--- src/rtl/apb_enum_pkg.sv ---
// Shared APB enumerations: protection attribute layout and the requester
// transfer state.
package apb_enum;

  // APB protection attribute, one bit per field (MSB..LSB).
  typedef struct packed {
    logic instruction;  // bit2: 0 = data, 1 = instruction
    logic nonsecure;    // bit1: 0 = secure, 1 = non-secure
    logic privileged;   // bit0: 0 = normal, 1 = privileged
  } apb_prot_t;

  // Requester transfer phases.
  typedef enum logic [1:0] {
    IDLE   = 2'd0,
    SETUP  = 2'd1,
    ACCESS = 2'd2,
    RESP   = 2'd3
  } apb_state_t;

endpackage

--- src/rtl/apb_requester.sv ---
// APB requester: accepts one command, runs a single SETUP/ACCESS transfer
// and presents the completion on a valid/ready response channel.
// Optional feature: define APB_REQUESTER_TIMEOUT_EN to bound the ACCESS
// phase to TIMEOUT_CYCLES cycles (timeout reported as error + timeout flag).
module apb_requester
  import apb_enum::*;
#(
  parameter int unsigned ADDR_WIDTH     = 32,
  parameter int unsigned DATA_WIDTH     = 32,
  parameter int unsigned TIMEOUT_CYCLES = 255
) (
  input  logic                    clk_i,
  input  logic                    rst_i,
  input  logic                    cmd_valid_i,
  output logic                    cmd_ready_o,
  input  logic                    cmd_write_i,
  input  logic [ADDR_WIDTH-1:0]   cmd_addr_i,
  input  logic [DATA_WIDTH-1:0]   cmd_wdata_i,
  input  logic [DATA_WIDTH/8-1:0] cmd_wstrb_i,
  input  logic [2:0]              cmd_prot_i,
  output logic                    rsp_valid_o,
  input  logic                    rsp_ready_i,
  output logic [DATA_WIDTH-1:0]   rsp_rdata_o,
  output logic                    rsp_err_o,
  output logic                    rsp_timeout_o,
  output logic                    psel_o,
  output logic                    penable_o,
  output logic                    pwrite_o,
  output logic [ADDR_WIDTH-1:0]   paddr_o,
  output logic [DATA_WIDTH-1:0]   pwdata_o,
  output logic [DATA_WIDTH/8-1:0] pstrb_o,
  output logic [2:0]              pprot_o,
  input  logic [DATA_WIDTH-1:0]   prdata_i,
  input  logic                    pready_i,
  input  logic                    pslverr_i
);

  localparam int unsigned STRB_WIDTH = DATA_WIDTH / 8;

  // Reject unusable configurations at elaboration time.
  if ((DATA_WIDTH % 8 != 0) || (TIMEOUT_CYCLES < 1)) begin : g_param_check
    $error("apb_requester: DATA_WIDTH must be a multiple of 8 and TIMEOUT_CYCLES >= 1");
  end

  apb_state_t              state_r;
  apb_state_t              state_next_s;
  logic                    accept_s;
  logic                    access_done_s;
  logic                    timeout_hit_s;
  logic                    psel_next_s;
  logic                    penable_next_s;
  logic                    cmd_ready_next_s;
  logic                    rsp_valid_next_s;

  logic                    cmd_ready_r;
  logic                    rsp_valid_r;
  logic                    psel_r;
  logic                    penable_r;
  logic                    pwrite_r;
  logic [ADDR_WIDTH-1:0]   paddr_r;
  logic [DATA_WIDTH-1:0]   pwdata_r;
  logic [STRB_WIDTH-1:0]   pstrb_r;
  logic [2:0]              pprot_r;
  logic [DATA_WIDTH-1:0]   rsp_rdata_r;
  logic                    rsp_err_r;

  // The registered ready (not the state) gates acceptance, so nothing is
  // taken on the first edge after reset release while cmd_ready_o is still 0.
  assign accept_s = cmd_valid_i & cmd_ready_r;
  // pready_i/pslverr_i only matter in ACCESS, where psel and penable are both 1.
  assign access_done_s = (state_r == ACCESS) & pready_i;

`ifdef APB_REQUESTER_TIMEOUT_EN
  localparam int unsigned          CNT_WIDTH = (TIMEOUT_CYCLES > 1) ? $clog2(TIMEOUT_CYCLES + 1) : 1;
  localparam logic [CNT_WIDTH-1:0] CNT_LAST  = CNT_WIDTH'(TIMEOUT_CYCLES - 1);

  logic [CNT_WIDTH-1:0] access_cnt_r;
  logic                 rsp_timeout_r;

  // A ready in the last allowed cycle takes priority over the timeout.
  assign timeout_hit_s = (state_r == ACCESS) & ~pready_i & (access_cnt_r == CNT_LAST);

  // Count ACCESS cycles of the current transfer; cleared when SETUP is entered.
  always_ff @(posedge clk_i) begin
    if (rst_i) begin
      access_cnt_r <= '0;
    end else if (accept_s) begin
      access_cnt_r <= '0;
    end else if (state_r == ACCESS) begin
      access_cnt_r <= access_cnt_r + CNT_WIDTH'(1);
    end
  end

  // Timeout flag of the response, updated when ACCESS ends.
  always_ff @(posedge clk_i) begin
    if (rst_i) begin
      rsp_timeout_r <= 1'b0;
    end else if (access_done_s) begin
      rsp_timeout_r <= 1'b0;
    end else if (timeout_hit_s) begin
      rsp_timeout_r <= 1'b1;
    end
  end

  assign rsp_timeout_o = rsp_timeout_r;
`else
  assign timeout_hit_s = 1'b0;
  assign rsp_timeout_o = 1'b0;
`endif

  // State register.
  always_ff @(posedge clk_i) begin
    if (rst_i) begin
      state_r <= IDLE;
    end else begin
      state_r <= state_next_s;
    end
  end

  // Next-state decode.
  always_comb begin
    state_next_s = state_r;
    case (state_r)
      IDLE: begin
        if (accept_s) begin
          state_next_s = SETUP;
        end else begin
          state_next_s = IDLE;
        end
      end
      SETUP: begin
        state_next_s = ACCESS;
      end
      ACCESS: begin
        if (access_done_s) begin
          state_next_s = RESP;
        end else if (timeout_hit_s) begin
          state_next_s = RESP;
        end else begin
          state_next_s = ACCESS;
        end
      end
      RESP: begin
        if (rsp_ready_i) begin
          state_next_s = IDLE;
        end else begin
          state_next_s = RESP;
        end
      end
      default: begin
        state_next_s = IDLE;
      end
    endcase
  end

  // Control outputs for the upcoming state; registered below so they are glitch-free.
  always_comb begin
    psel_next_s      = 1'b0;
    penable_next_s   = 1'b0;
    cmd_ready_next_s = 1'b0;
    rsp_valid_next_s = 1'b0;
    case (state_next_s)
      IDLE:    cmd_ready_next_s = 1'b1;
      SETUP:   psel_next_s      = 1'b1;
      ACCESS: begin
        psel_next_s    = 1'b1;
        penable_next_s = 1'b1;
      end
      RESP:    rsp_valid_next_s = 1'b1;
      default: cmd_ready_next_s = 1'b0;
    endcase
  end

  // Control output registers; all zero while in reset.
  always_ff @(posedge clk_i) begin
    if (rst_i) begin
      cmd_ready_r <= 1'b0;
      rsp_valid_r <= 1'b0;
      psel_r      <= 1'b0;
      penable_r   <= 1'b0;
    end else begin
      cmd_ready_r <= cmd_ready_next_s;
      rsp_valid_r <= rsp_valid_next_s;
      psel_r      <= psel_next_s;
      penable_r   <= penable_next_s;
    end
  end

  // Capture the command payload on acceptance; it holds until the next command.
  always_ff @(posedge clk_i) begin
    if (rst_i) begin
      pwrite_r <= 1'b0;
      paddr_r  <= '0;
      pwdata_r <= '0;
      pstrb_r  <= '0;
      pprot_r  <= 3'b000;
    end else if (accept_s) begin
      pwrite_r <= cmd_write_i;
      paddr_r  <= cmd_addr_i;
      pwdata_r <= cmd_write_i ? cmd_wdata_i : '0;
      pstrb_r  <= cmd_write_i ? cmd_wstrb_i : '0;
      pprot_r  <= cmd_prot_i;
    end
  end

  // Capture the completion: slave response on ready, or a synthetic error on timeout.
  always_ff @(posedge clk_i) begin
    if (rst_i) begin
      rsp_rdata_r <= '0;
      rsp_err_r   <= 1'b0;
    end else if (access_done_s) begin
      rsp_rdata_r <= pwrite_r ? '0 : prdata_i;
      rsp_err_r   <= pslverr_i;
    end else if (timeout_hit_s) begin
      rsp_rdata_r <= '0;
      rsp_err_r   <= 1'b1;
    end
  end

  assign cmd_ready_o = cmd_ready_r;
  assign rsp_valid_o = rsp_valid_r;
  assign rsp_rdata_o = rsp_rdata_r;
  assign rsp_err_o   = rsp_err_r;
  assign psel_o      = psel_r;
  assign penable_o   = penable_r;
  assign pwrite_o    = pwrite_r;
  assign paddr_o     = paddr_r;
  assign pwdata_o    = pwdata_r;
  assign pstrb_o     = pstrb_r;
  assign pprot_o     = pprot_r;

endmodule

--- config.mk ---
export PLATFORM = sky130hd
export DESIGN_NAME = apb_requester
export DESIGN_NICKNAME = d
export VERILOG_FILES = /design/src/rtl/apb_enum_pkg.sv /design/src/rtl/apb_requester.sv
export SDC_FILE = /design/constraint.sdc
export NUM_CORES = 1
export LEC_CHECK = 0
export CAP_MARGIN = 20
export CORE_ASPECT_RATIO = 0.6
export CORE_UTILIZATION = 35
export DETAILED_ROUTE_END_ITERATION = 16
export HOLD_SLACK_MARGIN = 0.05
export PLACE_DENSITY = 0.73
export SETUP_SLACK_MARGIN = 0.4
export SYNTH_ARGS = -nofsm -noshare
export SYNTH_HDL_FRONTEND = slang
export SYNTH_SLANG_ARGS = --single-unit
export TNS_END_PERCENT = 1
--- constraint.sdc ---
create_clock -name clk_i -period 3 [get_ports clk_i]
set_input_delay 0.6 -clock clk_i [delete_from_list [all_inputs] [get_ports clk_i]]
set_output_delay 0.6 -clock clk_i [all_outputs]
set_load 0.01 [all_outputs]
==> flow_summary.toml <==
[status]
outcome = "finished, final reports clean"

[timing]
final.min_clock_period_ps = 1900
tns_ps = 0
skew_ps = 4.31
hold_viol_final = 0
slew_headroom_pct = 47.8
worst_slack_ps = 1100
finalSetupViolCount = 0
worst_pin_slew_ps = 782
rsz0062_at_grt = "false"
fmax_mhz = 527
post-route-period-util_pct = 63.3
final_max_slew_viol_count = 0

[hold_path]
whs_path_depth = 2
min_to = "rsp_rdata_o[14]"
worstHoldStart = "rsp_rdata_o[14]"
min_path_type = "reg2reg"

[finish]
diodes = 0
multiInputGateArea_um2 = 1600
fillCellCount = 999
fin_nets = 796
synthToLayoutAreaGrowth_pct = 62.0
seq_area_um2 = 2220
fin_util_pct = 58.1
drive_gt1_share_pct = 4.05

[clock_tree]
cts_tree = "built"
cts.htree.levels = 3
cts_hold_buffers = 0
post_cts_buffers = 0
cts_sinks = 111
clk_latency_ps = 330
cts_resized = 0
clockRootBuffer = "clkbuf_16"
cts_buffer_depth = 2
cts_made_buffers = 9
cts.clk_slew.worst_paths_ps = 70

[place]
pre_cts_slack_ps = 971
numPortBuffers = 218
gp_congestion = 0.719
hpwl_mm = 8.48

[floorplan]
die_area_um2 = 12000
fp.coreArea_um2 = 11300
die_h_um = 85.4
fp-row-count = 30
die_x_um = 141
start_util_pct = 35.9
io_pins = 220

[synthesis]
syn-cell-area_um2 = 4050
yosysTopAreaCellShare_pct = 54.8
yosysUniqueCellTypes = 23
synth_nets = 600
yosysSeqAreaShare_pct = 54.8
yosys.area.top_type = "dfxtp_1"
ys_seq_elements = 111
syn_avg_cell_area_um2 = 8.27
yosysWarnings = 0
synth_area_leaders = "dfxtp_1 (55%), nand2_1 (13%), a21oi_1 (13%)"
syn_inst = 490

[worst_setup_path]
cp_cell_sequence = "clkdlybuf4s50_1"
regToRegSetupSlack_ps = 1670
crit_type = "reg2out"
crit_arrival_ps = 1300
crit_fanout = 3
cpPeakStageDelay_ps = 570
endpoint_kind = "output pin"
cp_slowest_cell = "clkdlybuf4s50_1"
worstReg2RegStart = "cmd_ready_o"
timing.rr.end = "pwdata_o[9]"
rr_worst_depth = 4
cp.buffers_inverters = 1
start_kind = "register"
crit_family = "buffers and inverters"
required_ps = 2400

[route]
drc = 0
drt-total-wl_mm = 11.9
vias = 3993
drtPass1Iterations = 4
ant_nets = 0
drtIter0Drc = 132
post_drt_wl_per_cell_um = 14.0
via_per_inst = 4.69

[power]
pwr_density_cell_nw_per_um2 = 484
peakVddDrop_mv = 0.306
leakagePower_nw = 2.21

[grt]
grt_pass1_vias = 3730
grt_max_degree = 76
grt_overflow = 0
grt_pass1_wl_mm = 18.5
grt_usage_pct = 19.1
antenna_found_initial = 0

[run]
maxCapViolations = 0
[registers in the layout (all words and copies together) (netlist names)]
signal,cells
state_r,2
rsp_rdata_o,32
pstrb_o,4
psel_o,1
cmd_ready_o,1
rsp_valid_o,1
penable_o,1
pwdata_o,32
paddr_o,32
pprot_o,3
rsp_err_o,1
pwrite_o,1
[cells in the final DEF, fill, tap and decap left out]
cell type and n:
clkbuf_16 9, clkbuf_1 1, dfxtp_1 111, buf_4 11, nand2_2 1, clkinvlp_4 2
nor2_1 2, clkdlybuf4s50_1 217, clkinv_4 2, inv_6 1, o21bai_1 1, a21oi_1 108
inv_1 1, nor3b_1 1, or2b_1 1, nand2_1 144, clkbuf_8 1, nand3b_1 33
conb_1 1, mux2i_1 1, o22ai_1 1, and3b_1 1, nand3_1 37, and2_2 1
or3b_1 1, nand2b_1 1
[routing by layer]
metal / vias to the layer above / part of all wire [%] / track usage (%)
met5: - / 0 / 0
met4: 0 / 0.58 / 4.15
met3: 6 / 6.5 / 5.93
met2: 127 / 45 / 30.8
met1: 1853 / 48 / 25.2
li1: 2007 / - / -
[report_power, final]
| part | switching [W] | internal, W |
|---|---|---|
| logic | 0.000213 | 0.000275 |
| clock network | 0.000534 | 0.000593 |
| registers | 0.0000330 | 0.00153 |
| total | 0.000780 | 0.00240 |
[Yosys cell counts, drive strengths merged]
cell / count
a21oi: 108
and2: 1
and3b: 1
buf: 20
clkbuf: 23
conb: 1
dfxtp: 111
inv: 1
mux2i: 1
nand2: 145
nand2b: 1
nand3: 37
nand3b: 33
nor2: 2
nor3b: 1
o21bai: 1
o22ai: 1
or2b: 1
or3b: 1
[per-stage QoR]
| step | cells | area, um2 | power, W | hold WS [ps] |
|---|---|---|---|---|
| global route | 851 | 6570 | 0.00333 | 465 |
| detailed placement | 835 | 6280 | 0.00209 | 444 |
| floorplan | 490 | 4050 | 0.00179 | 476 |
| global placement | 835 | 6280 | 0.00208 | 437 |
| CTS | 851 | 6570 | 0.00322 | 454 |
| finish | 851 | 6570 | 0.00318 | 449 |
[cell type report]
cell class / instances / share of cell area [%]
clock inverters: 5 / 0.629
repair buffers: 228 / 34.3
clock buffers: 11 / 3.70
flip-flops and latches: 111 / 33.8
multi-input cells: 335 / 24.4
inverters: 1 / 0.0572
well taps: 160 / 3.05
[how the worst max path moves through the flow]
stage | slack [ps] | startpoint | depth (start not counted) | end
after floorplan | 1650 | cmd_valid_i | 5 | pwdata_o[22]
after global placement | 1050 | cmd_valid_i | 5 | pwdata_o[22]
after detailed placement | 970 | cmd_valid_i | 5 | pwdata_o[5]
after CTS | 1090 | cmd_ready_o | 1 | cmd_ready_o
after global routing | 1060 | cmd_ready_o | 1 | cmd_ready_o
final | 1100 | cmd_ready_o | 1 | cmd_ready_o
[logic make-up after synthesis]
| logic type | share of synthesized area [%] |
|---|---|
| simple gates | 25.4 |
| flops | 54.8 |
| compound gates | 13.7 |
| buf+inv | 5.74 |
| mux | 0.247 |
| other cells | 0.0925 |
No activity file was read; power rests on OpenSTA's default activity.
